[src/rtl/fetch_pkg.sv]
`default_nettype none
// ============================================================================
//  Module      : fetch_pkg
//  Description : Shared types and constants for the instruction fetch stage.
//  Revision    : 1.0 - initial release
// ============================================================================
package fetch_pkg;

    // Fetch sequencer states, explicitly encoded in 3 bits.
    typedef enum logic [2:0] {
        ST_IDLE   = 3'd0,
        ST_FETCH0 = 3'd1,
        ST_LEN    = 3'd2,
        ST_FETCH1 = 3'd3,
        ST_HOLD   = 3'd4
    } fetch_state_t;

    localparam logic [11:0] PC_RESET    = 12'h000;
    localparam logic [2:0]  INST_LEN_2W = 3'd2;

endpackage : fetch_pkg
`default_nettype wire

[src/rtl/instruction_fetch.sv]
`default_nettype none
// ============================================================================
//  Module      : instruction_fetch
//  Description : Fetches 1- or 2-word instructions from program ROM over a
//                req/ack handshake, asks the decoder for the instruction
//                length, and presents the assembled instruction with its PC
//                to execute over valid/ready. Supports PC redirects.
//  Revision    : 1.0 - initial release
// ============================================================================
module instruction_fetch
    import fetch_pkg::*;
#(
    parameter int PC_W   = 12,
    parameter int WORD_W = 8
) (
    input  logic              clk,
    input  logic              rst,
    output logic              rom_req,
    output logic [PC_W-1:0]   rom_addr,
    input  logic              rom_ack,
    input  logic [WORD_W-1:0] rom_data,
    output logic [WORD_W-1:0] dec_op,
    input  logic [2:0]        dec_inst_len,
    output logic              inst_valid,
    input  logic              inst_ready,
    output logic [WORD_W-1:0] inst_word0,
    output logic [WORD_W-1:0] inst_word1,
    output logic [PC_W-1:0]   inst_pc,
    input  logic              redirect_valid,
    input  logic [PC_W-1:0]   redirect_pc
);

    fetch_state_t      r_state;
    logic [PC_W-1:0]   r_pc;
    logic [PC_W-1:0]   r_inst_pc;
    logic [WORD_W-1:0] r_word0;
    logic [WORD_W-1:0] r_word1;

    logic [PC_W-1:0]   w_pc_inc;

    // Natural wrap of the adder gives modulo-2^PC_W PC arithmetic.
    assign w_pc_inc = r_pc + PC_W'(1);

    // Handshake outputs are pure state decodes; address is parked at 0 when idle.
    assign rom_req    = (r_state == ST_FETCH0) || (r_state == ST_FETCH1);
    assign inst_valid = (r_state == ST_HOLD);
    assign rom_addr   = rom_req ? r_pc : '0;

    assign dec_op     = r_word0;
    assign inst_word0 = r_word0;
    assign inst_word1 = r_word1;
    assign inst_pc    = r_inst_pc;

    // Fetch sequencer: redirect overrides any pending ROM ack or handoff.
    always_ff @(posedge clk) begin
        if (rst) begin
            r_state   <= ST_IDLE;
            r_pc      <= PC_W'(PC_RESET);
            r_inst_pc <= PC_W'(PC_RESET);
            r_word0   <= '0;
            r_word1   <= '0;
        end else if (r_state == ST_IDLE) begin
            r_state <= ST_FETCH0;
            if (redirect_valid) begin
                r_pc <= redirect_pc;
            end
        end else if (redirect_valid) begin
            // Any in-flight ack is dropped: nothing captured, PC not advanced.
            r_state <= ST_FETCH0;
            r_pc    <= redirect_pc;
        end else begin
            case (r_state)
                ST_FETCH0: begin
                    if (rom_ack) begin
                        r_word0   <= rom_data;
                        r_word1   <= '0;
                        r_inst_pc <= r_pc;
                        r_pc      <= w_pc_inc;
                        r_state   <= ST_LEN;
                    end
                end
                ST_LEN: begin
                    // Only an explicit 2-word length fetches an operand word.
                    if (dec_inst_len == INST_LEN_2W) begin
                        r_state <= ST_FETCH1;
                    end else begin
                        r_state <= ST_HOLD;
                    end
                end
                ST_FETCH1: begin
                    if (rom_ack) begin
                        r_word1 <= rom_data;
                        r_pc    <= w_pc_inc;
                        r_state <= ST_HOLD;
                    end
                end
                ST_HOLD: begin
                    if (inst_ready) begin
                        r_state <= ST_FETCH0;
                    end
                end
                default: begin
                    r_state <= ST_IDLE;
                end
            endcase
        end
    end

endmodule : instruction_fetch
`default_nettype wire
[config.mk]
export PLATFORM = sky130hd
export DESIGN_NAME = instruction_fetch
export DESIGN_NICKNAME = d
export VERILOG_FILES = /design/src/rtl/fetch_pkg.sv /design/src/rtl/instruction_fetch.sv
export SDC_FILE = /design/constraint.sdc
export NUM_CORES = 1
export LEC_CHECK = 0
export CORE_MARGIN = 2
export CORE_UTILIZATION = 48
export CTS_BUF_LIST = sky130_fd_sc_hd__clkbuf_8 sky130_fd_sc_hd__clkbuf_16
export CTS_CLUSTER_DIAMETER = 50
export DETAILED_ROUTE_END_ITERATION = 8
export PLACE_DENSITY_LB_ADDON = 0.12
export SLEW_MARGIN = 20
export SYNTH_ARGS = -nofsm -noshare
export SYNTH_HDL_FRONTEND = slang
export SYNTH_SLANG_ARGS = --single-unit
[constraint.sdc]
create_clock -name clk -period 2.2 [get_ports clk]
set_clock_uncertainty 0.05 [all_clocks]
set_input_delay 0.44 -clock clk [delete_from_list [all_inputs] [get_ports clk]]
set_output_delay 0.44 -clock clk [all_outputs]
set_load 0.05 [all_outputs]
Word-level counts from Yosys, hierarchy flattened
Cells that the tools add are included.
{ "totals": {"wordCells": 49, "out_inout_bits": 50, "in_bits": 28, "ff_bits": 43} }
{ "op_classes": {"bitwise": 2, "n_reduce_logical": 12, "muxes": 16, "n_addsub": 1, "eq_ne": 12} }
{ "op_table": {"columns": ["cell", "n"], "rows": [
  ["$mux 12", 6],
  ["$mux 8", 2],
  ["$pmux 8 s2", 1],
  ["$add 12x1->12 const B", 1],
  ["$mux 3", 4],
  ["$pmux 3 s4", 1],
  ["$eq 3x2->1 const B", 3],
  ["$reduce_and 3->1", 3],
  ["$ne 4x3->1 const B", 2],
  ["$ne 2x2->1 const B", 3],
  ["$reduce_bool 2->1", 3],
  ["$reduce_and 5->1", 1],
  ["$ne 4x1->1 const B", 1],
  ["$reduce_and 4->1", 1],
  ["$eq 3x1->1 const B", 1],
  ["$eq 3x3->1 const B", 1],
  ["$logic_not 3->1", 1],
  ["$reduce_or 3->1", 1],
  ["$mux 1", 2],
  ["$ne 2x1->1 const B", 1],
  ["$not 1->1", 2],
  ["$reduce_or 2->1", 1],
  ["$logic_or 1x1->1", 1]
]} }

Depth between registers and ports, before layout
Gate-level depths: netlist (run 1).
{ "depth": {"depth_word": 5, "depth_mapped": 7, "depth_no_buf": 5} }

Worst setup path after synthesis (run 1)
Ideal clock, no wire load.
{ "synth_timing": {"path_type": "register to output", "from": "reg r_state[0]", "to": "out rom_addr[10]", "stages_incl_launch_ff": 5, "t_arrival_ns": 1.872, "path_slack_ns": -0.162, "path_buffers": 2, "t_required_ns": 1.710, "path_cell_list": "dfxtp_1 -> buf_4 -> nor2b_1 -> clkbuf_1 -> and2_1"} }
{ "synth_between": {"elab_chain_cells": 3, "elab_cells_between_ends": 4, "cone_classes": "eq/ne (2); mux (1); reduce/logical (1)"} }
{ "synth_rtl": {"columns": ["element", "line", "text"], "rows": [
  ["from (decl)", "instruction_fetch.sv:33", "fetch_state_t r_state;"],
  ["from (signal assigned)", "instruction_fetch.sv:57", "r_state <= ST_IDLE;"],
  ["from (signal assigned)", "instruction_fetch.sv:63", "r_state <= ST_FETCH0;"],
  ["from (signal assigned)", "instruction_fetch.sv:69", "r_state <= ST_FETCH0;"],
  ["$eq 3x1->1 or $eq 3x2->1 (tied branches)", "instruction_fetch.sv:45", "assign rom_req = (r_state == ST_FETCH0) || (r_state == ST_FETCH1);"],
  ["$logic_or 1x1->1 (*)", "instruction_fetch.sv:45", null],
  ["named net rom_req", "instruction_fetch.sv:18", "output logic rom_req,"],
  ["$mux 12 (*)", "instruction_fetch.sv:47", "assign rom_addr = rom_req ? r_pc : '0;"],
  ["to (decl)", "instruction_fetch.sv:19", "output logic [PC_W-1:0] rom_addr,"]
]} }
Mark *: on every way through the listed nets, which the timed path passes. The rest lies on a longest branch.

Worst setup path in the final report (run 1)
{ "layout_timing": {"from": "reg r_state[2]", "to": "out rom_addr[9]"} }
{ "layout_between": {"elab_chain_cells": 3, "elab_cells_between_ends": 4, "cone_classes": "eq/ne (2); mux (1); reduce/logical (1)"} }
{ "layout_rtl": {"columns": ["element", "line"], "rows": [
  ["$eq 3x1->1 or $eq 3x2->1 (tied branches)", "instruction_fetch.sv:45"],
  ["$logic_or 1x1->1 (*)", "instruction_fetch.sv:45"],
  ["$mux 12 (*)", "instruction_fetch.sv:47"]
]} }
Mark *: on every way between the ends. The rest lies on a longest branch, timed or not.

==> results of run 1 <==
-- worst paths after layout --
kind	start	to	slack, ns	cells past startpoint
worst max-delay path	r_state[2]$_SDFFE_PP0P_	rom_addr[9]	0.19	4
worst max register to register	r_state[0]$_SDFFE_PP0P_	r_pc[8]$_SDFFE_PP0P_	0.53	6
worst min-delay path	inst_pc[4]$_SDFFE_PP0P_	inst_pc[4]$_SDFFE_PP0P_	0.41	2
worst min register to register	inst_pc[4]$_SDFFE_PP0P_	inst_pc[4]$_SDFFE_PP0P_	0.41	2
-- flip-flops by register name, indices dropped and copies added, names as in the netlist --
signal	count
inst_word1	8
r_pc	12
inst_pc	12
r_state	3
dec_op	8
-- routing by layer --
| metal | up-vias | global-route usage [%] |
|---|---|---|
| li1 | 1066 | - |
| met1 | 969 | 31.6 |
| met2 | 68 | 36.9 |
| met3 | 4 | 4.84 |
| met4 | 0 | 7.34 |
| met5 | - | 0 |
-- power breakdown --
group	leakage (nW)	internal (mW)	switching (mW)
Sequential	0.350	0.805	0.0360
Combinational	0.724	0.177	0.207
Clock	0.0505	0.286	0.276
-- cells in the mapped netlist, drive strengths merged, types with 3 or more instances --
cell type / instances / share of area, %
nand2: 55 / 9.7
dfxtp: 43 / 40
a21oi: 37 / 8.7
buf: 19 / 5.8
and2: 14 / 4.1
nand3: 13 / 3.1
clkbuf: 10 / 1.8
nor2: 9 / 1.7
o21ai: 8 / 1.9
inv: 5 / 0.88
nor2b: 5 / 1.5
nor3: 4 / 1.5
nor4b: 4 / 1.9
mux2i: 3 / 1.4
nand2b: 3 / 0.88
nand4: 3 / 0.88
o32ai: 3 / 1.2
-- logic make-up after synthesis --
logic type	count (synthesis)
compound gates	63
flops	43
fa+ha+maj	1
xor+xnor	2
buf+inv	35
simple gates	122
mux	3
-- area by class of cell --
class / instances / area, um2 / share of cell area (%)
tap: 52 / 65.1 / 2.05
sequential: 43 / 861 / 27.1
multi-input combinational: 191 / 1090 / 34.3
clock buffer: 7 / 96.3 / 3.04
timing repair buffer: 95 / 1030 / 32.6
inverter: 6 / 22.5 / 0.710
clock inverter: 1 / 7.51 / 0.237
-- critical path: stages, from the launching register on --
cell and delay [ns]:
dfxtp_1 0.58, nor2b_1 0.09, buf_4 0.20, and2_1 0.20, buf_12 0.15
-- metrics by stage --
| step | hold WS, ns | setup WS, ns | util [%] |
|---|---|---|---|
| after floorplan | 0.394 | 0.114 | - |
| after global placement | 0.391 | 0.209 | 71.0 |
| after detailed placement | 0.400 | 0.128 | 71.0 |
| after CTS | 0.411 | 0.185 | 73.4 |
| after global routing | 0.432 | 0.107 | 73.4 |
| final | 0.410 | 0.190 | 73.4 |
==> impl_metrics.py, run 1 <==
metrics = {
    "layout": {
        "final_cell_mix": "clkdlybuf4s50_1, nand2_1, dfxtp_1",
        "antenna_cells": 0,
        "fillers": 354,
        "postLayoutCellArea_um2": 3170,
        "layout.nets": 371,
        "final_layout_size_suffix_gt1_share_pct": 13.4,
        "areaGrowthSynthToFinish_pct": 49.2,
        "final_cells": 395,
        "mostFrequentLayoutCell": "clkdlybuf4s50_1",
    },
    "synthesis": {
        "synth_xor_area_share_pct": 0.824,
        "synth-edff-count": 0,
        "ffs_w_async_s_r_synth_pct": 0,
        "netlist_area_um2": 2130,
        "yosys.area_share.simple_pct": 30.2,
        "synth.net_count": 298,
        "synth-main-ff-cell": "dfxtp_1",
        "synth_top_family_by_area": "simple AND/OR/NAND/NOR gates",
        "post_synthesis_compound_gate_area_fraction_pct": 17.8,
        "synth_adder_area_share_pct": 0.588,
        "syn_area_per_cell_um2": 7.91,
        "synth.distinct_cells": 48,
        "synthMuxAreaShare_pct": 1.41,
        "yosysWarnings": 0,
        "syn-instance-count": 269,
        "synth-seq-area-share_pct": 40.5,
        "yosys_register_bits": 43,
    },
    "clock_network": {
        "post_cts_resize_count": 0,
        "tritoncts": "built",
        "clock-root-buffer": "clkbuf_8",
        "cts_hold_buf": 0,
        "postCtsSetupBuffers": 0,
        "clk_latency_ns": 0.30,
        "ctsHtreeMaxLevel": 2,
        "cts.sinks": 43,
        "cts.reportedPaths.clkPinSlew_ns": 0.08,
        "cts_max_path_buffers": 2,
        "cts-buffers-inserted": 5,
    },
    "route": {
        "vias_after_detailed_routing": 2107,
        "drt-vias-per-instance": 5.33,
        "drt_pass1_iterations": 4,
        "total_length_of_routed_met2_wires_um": 2650,
        "wire_per_inst_um": 13.9,
        "wirelength_met1_um": 2500,
        "post-route-drc-count": 0,
        "detail-route-antenna-nets": 0,
        "wl_um": 5490,
        "met3_length_um": 289,
        "drt_first_iter_violations": 78,
        "top_layer": "met4",
    },
    "timing": {
        "max_clock_freq_mhz": 497,
        "setup_repair_after_global_routing_missed_its_margin": "false",
        "totalNegativeSetupSlack_ns": 0,
        "period_minus_slack_ns": 2.01,
        "max-slew-margin-rel_pct": 65.9,
        "tightest_slew_ns": 0.511,
        "timing.final.hold_violations": 0,
        "setup_viol": 0,
        "final.period_utilization_pct": 91.4,
        "slew_viol_final": 0,
    },
    "power": {
        "post-layout-total-power_mw": 1.79,
        "vdd_ir_drop_max_v": 0.000474,
        "power.leakage_nw": 1.12,
        "power_density_nw_per_um2": 563,
    },
    "run": {
        "cap_viol_max_count": 0,
    },
    "worst_setup_path": {
        "critPathKind": "register to primary output",
        "worst_ep_required_time_ns": 1.71,
        "crit_path_end_kind": "primary output",
        "crit_path_max_fo": 14,
        "timing.critical_path.arrival_ns": 1.52,
        "start_kind": "register",
    },
    "global_routing": {
        "grt_overflow": 0,
        "maximum_number_of_pins_on_one_net_before_global_route_repair": 21,
        "grt_pass1_wl_um": 9290,
        "via_count_of_the_first_global_routing_pass": 1950,
        "grt_antenna_before_repair": 0,
        "global_route.usage.total_pct": 23.1,
    },
    "floorplanning": {
        "die-width_um": 70.6,
        "dieArea_um2": 4980,
        "fp.dieH_um": 70.6,
        "ioPinCount": 78,
        "initial_util_pct": 49.2,
        "floorplan.rows": 24,
        "area_of_the_core_region_um2": 4320,
    },
    "min_path": {
        "hold_path_class": "register to register",
    },
    "place": {
        "placement.io_buffers": 77,
        "dpl.hpwl_um": 4110,
        "dp.cells": 387,
        "final_gp_congestion": 0.783,
        "post_dp_cell_area_um2": 3070,
    },
    "run_status": {
        "run_status": "finished clean",
    },
}
No activity file was read; power rests on OpenSTA's default activity.
==> run 2: changes to the inputs <==
TNS_END_PERCENT = 50   (was unset)
==> results of run 2 <==
The final DEF is identical to that of run 1; final timing and power are the same.
==> run 3: changes to the inputs <==
CORE_MARGIN = unset   (was 2)
GPL_TIMING_DRIVEN = 0   (was unset)
==> run 3 against run 2 <==
Sequential cell count is the same. Count of clock-buffer cells in the layout shrank 2. Fmax shrank 4.2%. First-iteration DRC count grew to 2.6 times the previous value. Global-route usage grew 3.4 points. Highest routed layer unchanged.
==> impl_metrics.py, run 3 (synthesis gave the netlist of run 1 again) <==
metrics = {
    "run_status": {
        "run_status": "finished clean",
    },
    "floorplanning": {
        "area_of_the_core_region_um2": 4120,
        "ioPinCount": 78,
        "initial_util_pct": 51.7,
        "fp.dieH_um": 68.6,
        "dieArea_um2": 4700,
        "floorplan.rows": 23,
        "die-width_um": 68.6,
    },
    "power": {
        "internal_power_mw": 1.17,
        "power.share.switching_pct": 30.6,
        "power_density_nw_per_um2": 555,
        "power_switching_mw": 0.515,
        "vdd_ir_drop_max_v": 0.000304,
        "comb_power_share_pct": 21.2,
        "seq_power_share_pct": 49.6,
        "power.leakage_nw": 1.10,
        "power.share.clock_pct": 29.2,
    },
    "layout": {
        "final_cell_mix": "clkdlybuf4s50_1, nand2_1, dfxtp_1",
        "final_cells": 403,
        "final_layout_size_suffix_gt1_share_pct": 13.3,
        "areaGrowthSynthToFinish_pct": 42.5,
        "mostFrequentLayoutCell": "clkdlybuf4s50_1",
        "layout.nets": 381,
        "antenna_cells": 0,
    },
    "route": {
        "drt_pass1_iterations": 4,
        "vias_after_detailed_routing": 2218,
        "wire_per_inst_um": 14.5,
        "detail-route-antenna-nets": 0,
        "wl_um": 5840,
        "drt-vias-per-instance": 5.50,
        "drt_first_iter_violations": 204,
        "post-route-drc-count": 0,
    },
    "global_routing": {
        "global_route.usage.total_pct": 26.5,
        "grt_antenna_before_repair": 0,
        "maximum_number_of_pins_on_one_net_before_global_route_repair": 14,
        "via_count_of_the_first_global_routing_pass": 1952,
        "grt_pass1_wl_um": 9180,
        "grt_overflow": 0,
    },
    "clock_network": {
        "cts_hold_buf": 0,
        "cts.reportedPaths.clkPinSlew_ns": 0.08,
        "cts.sinks": 43,
        "tritoncts": "built",
        "clock-root-buffer": "clkbuf_8",
        "ctsHtreeMaxLevel": 2,
        "cts-buffers-inserted": 5,
        "cts_max_path_buffers": 2,
        "postCtsSetupBuffers": 0,
        "clk_latency_ns": 0.29,
    },
    "worst_setup_path": {
        "critPathKind": "register to primary output",
        "crit_family": "buffers and inverters",
        "crit_path_max_fo": 10,
        "worst-path-buf-inv": 2,
        "max_stage_delay_ns": 0.39,
        "worst_ep_required_time_ns": 1.71,
        "crit_path_end_kind": "primary output",
        "critical_path.cell_chain": "buf_4 -> nor2b_4 -> and2_1 -> clkdlybuf4s15_2",
        "timing.critical_path.arrival_ns": 1.61,
        "start_kind": "register",
        "critical-path-slowest-cell": "clkdlybuf4s15_2",
    },
    "timing": {
        "setup_viol": 0,
        "worst_slack_ns": 0.101,
        "timing.final.hold_violations": 0,
        "period_minus_slack_ns": 2.10,
        "fin_worst_hold_slack_ns": 0.403,
        "max-slew-margin-rel_pct": 64.7,
        "max_clock_freq_mhz": 476,
        "tightest_slew_ns": 0.530,
        "setup_repair_after_global_routing_missed_its_margin": "false",
        "totalNegativeSetupSlack_ns": 0,
        "slew_viol_final": 0,
        "final.period_utilization_pct": 95.4,
    },
    "place": {
        "placement.io_buffers": 76,
        "dpl.hpwl_um": 4230,
        "final_gp_congestion": 0.910,
        "place_worst_setup_slack_ns": -0.326,
        "dp.cells": 395,
    },
    "run": {
        "cap_viol_max_count": 0,
    },
    "min_path": {
        "hold_path_class": "register to register",
    },
}
## run 3: cell types whose count changed in the layout (fill, tap and decap cells not counted), moves of 2 or more
cell	before	now
buf_1	0	2
buf_12	13	0
buf_2	0	6
clkbuf_1	0	7
clkbuf_2	0	2
clkbuf_4	0	2
clkbuf_8	7	5
clkdlybuf4s15_2	0	3
## run 3: area by class of cell
type | count | area [um2]
Inverter | 6 | 22.5
Multi-Input combinational cell | 191 | 1090
Fill cell | 355 | 1080
Buffer | 29 | 170
Timing Repair Buffer | 76 | 736
Tap cell | 50 | 62.6
Sequential cell | 43 | 861
Clock buffer | 5 | 68.8
Clock inverter | 3 | 16.3
## run 3: power groups by stage
stage	registers (mW)	clock network (mW)	logic, mW
floorplan	0.873	0	0.194
global placement	0.852	0	0.350
detailed placement	0.853	0	0.355
CTS	0.835	0.494	0.352
global route	0.839	0.532	0.383
finish	0.836	0.491	0.356
## run 3: final timing paths
path | startpoint | to | slack, ns | cells after the start
worst max register to register | r_state[2]$_SDFFE_PP0P_ | dec_op[3]$_SDFFE_PP0P_ | 0.49 | 7
worst min-delay path | inst_word1[5]$_SDFFE_PP0P_ | inst_word1[5]$_SDFFE_PP0P_ | 0.40 | 2
worst min register to register | inst_word1[5]$_SDFFE_PP0P_ | inst_word1[5]$_SDFFE_PP0P_ | 0.40 | 2
worst max-delay path | r_state[0]$_SDFFE_PP0P_ | rom_addr[11] | 0.10 | 4
## run 3: worst register-to-register path: stages, from the launching register on
cell and delay (ns):
dfxtp_1 0.34, buf_2 0.19, nor4bb_2 0.29, clkbuf_4 0.26
nand2_1 0.08, buf_2 0.20, nand2_1 0.11, a21oi_1 0.07
## run 3: what timing repair did
action,4_1_cts,5_1_grt
gates resized for setup,69,9
endpoints found under the setup margin,14,26
cloned,0,0
## run 3: metrics by stage
step	util [%]	cell area (um2)	total power, mW
floorplan	-	2130	1.07
global placement	71.7	2950	1.20
detailed placement	71.7	2950	1.21
CTS	73.2	3010	1.68
global route	73.7	3030	1.75
finish	73.7	3030	1.68
## run 3: layer usage
metal	vias up	share of wire (%)	wire, um	track usage, %
met5	-	0	0	0
met4	0	1.8	107	12.2
met3	14	7.5	439	5.26
met2	93	48	2790	42.8
met1	1025	43	2500	33.8
li1	1086	-	-	-
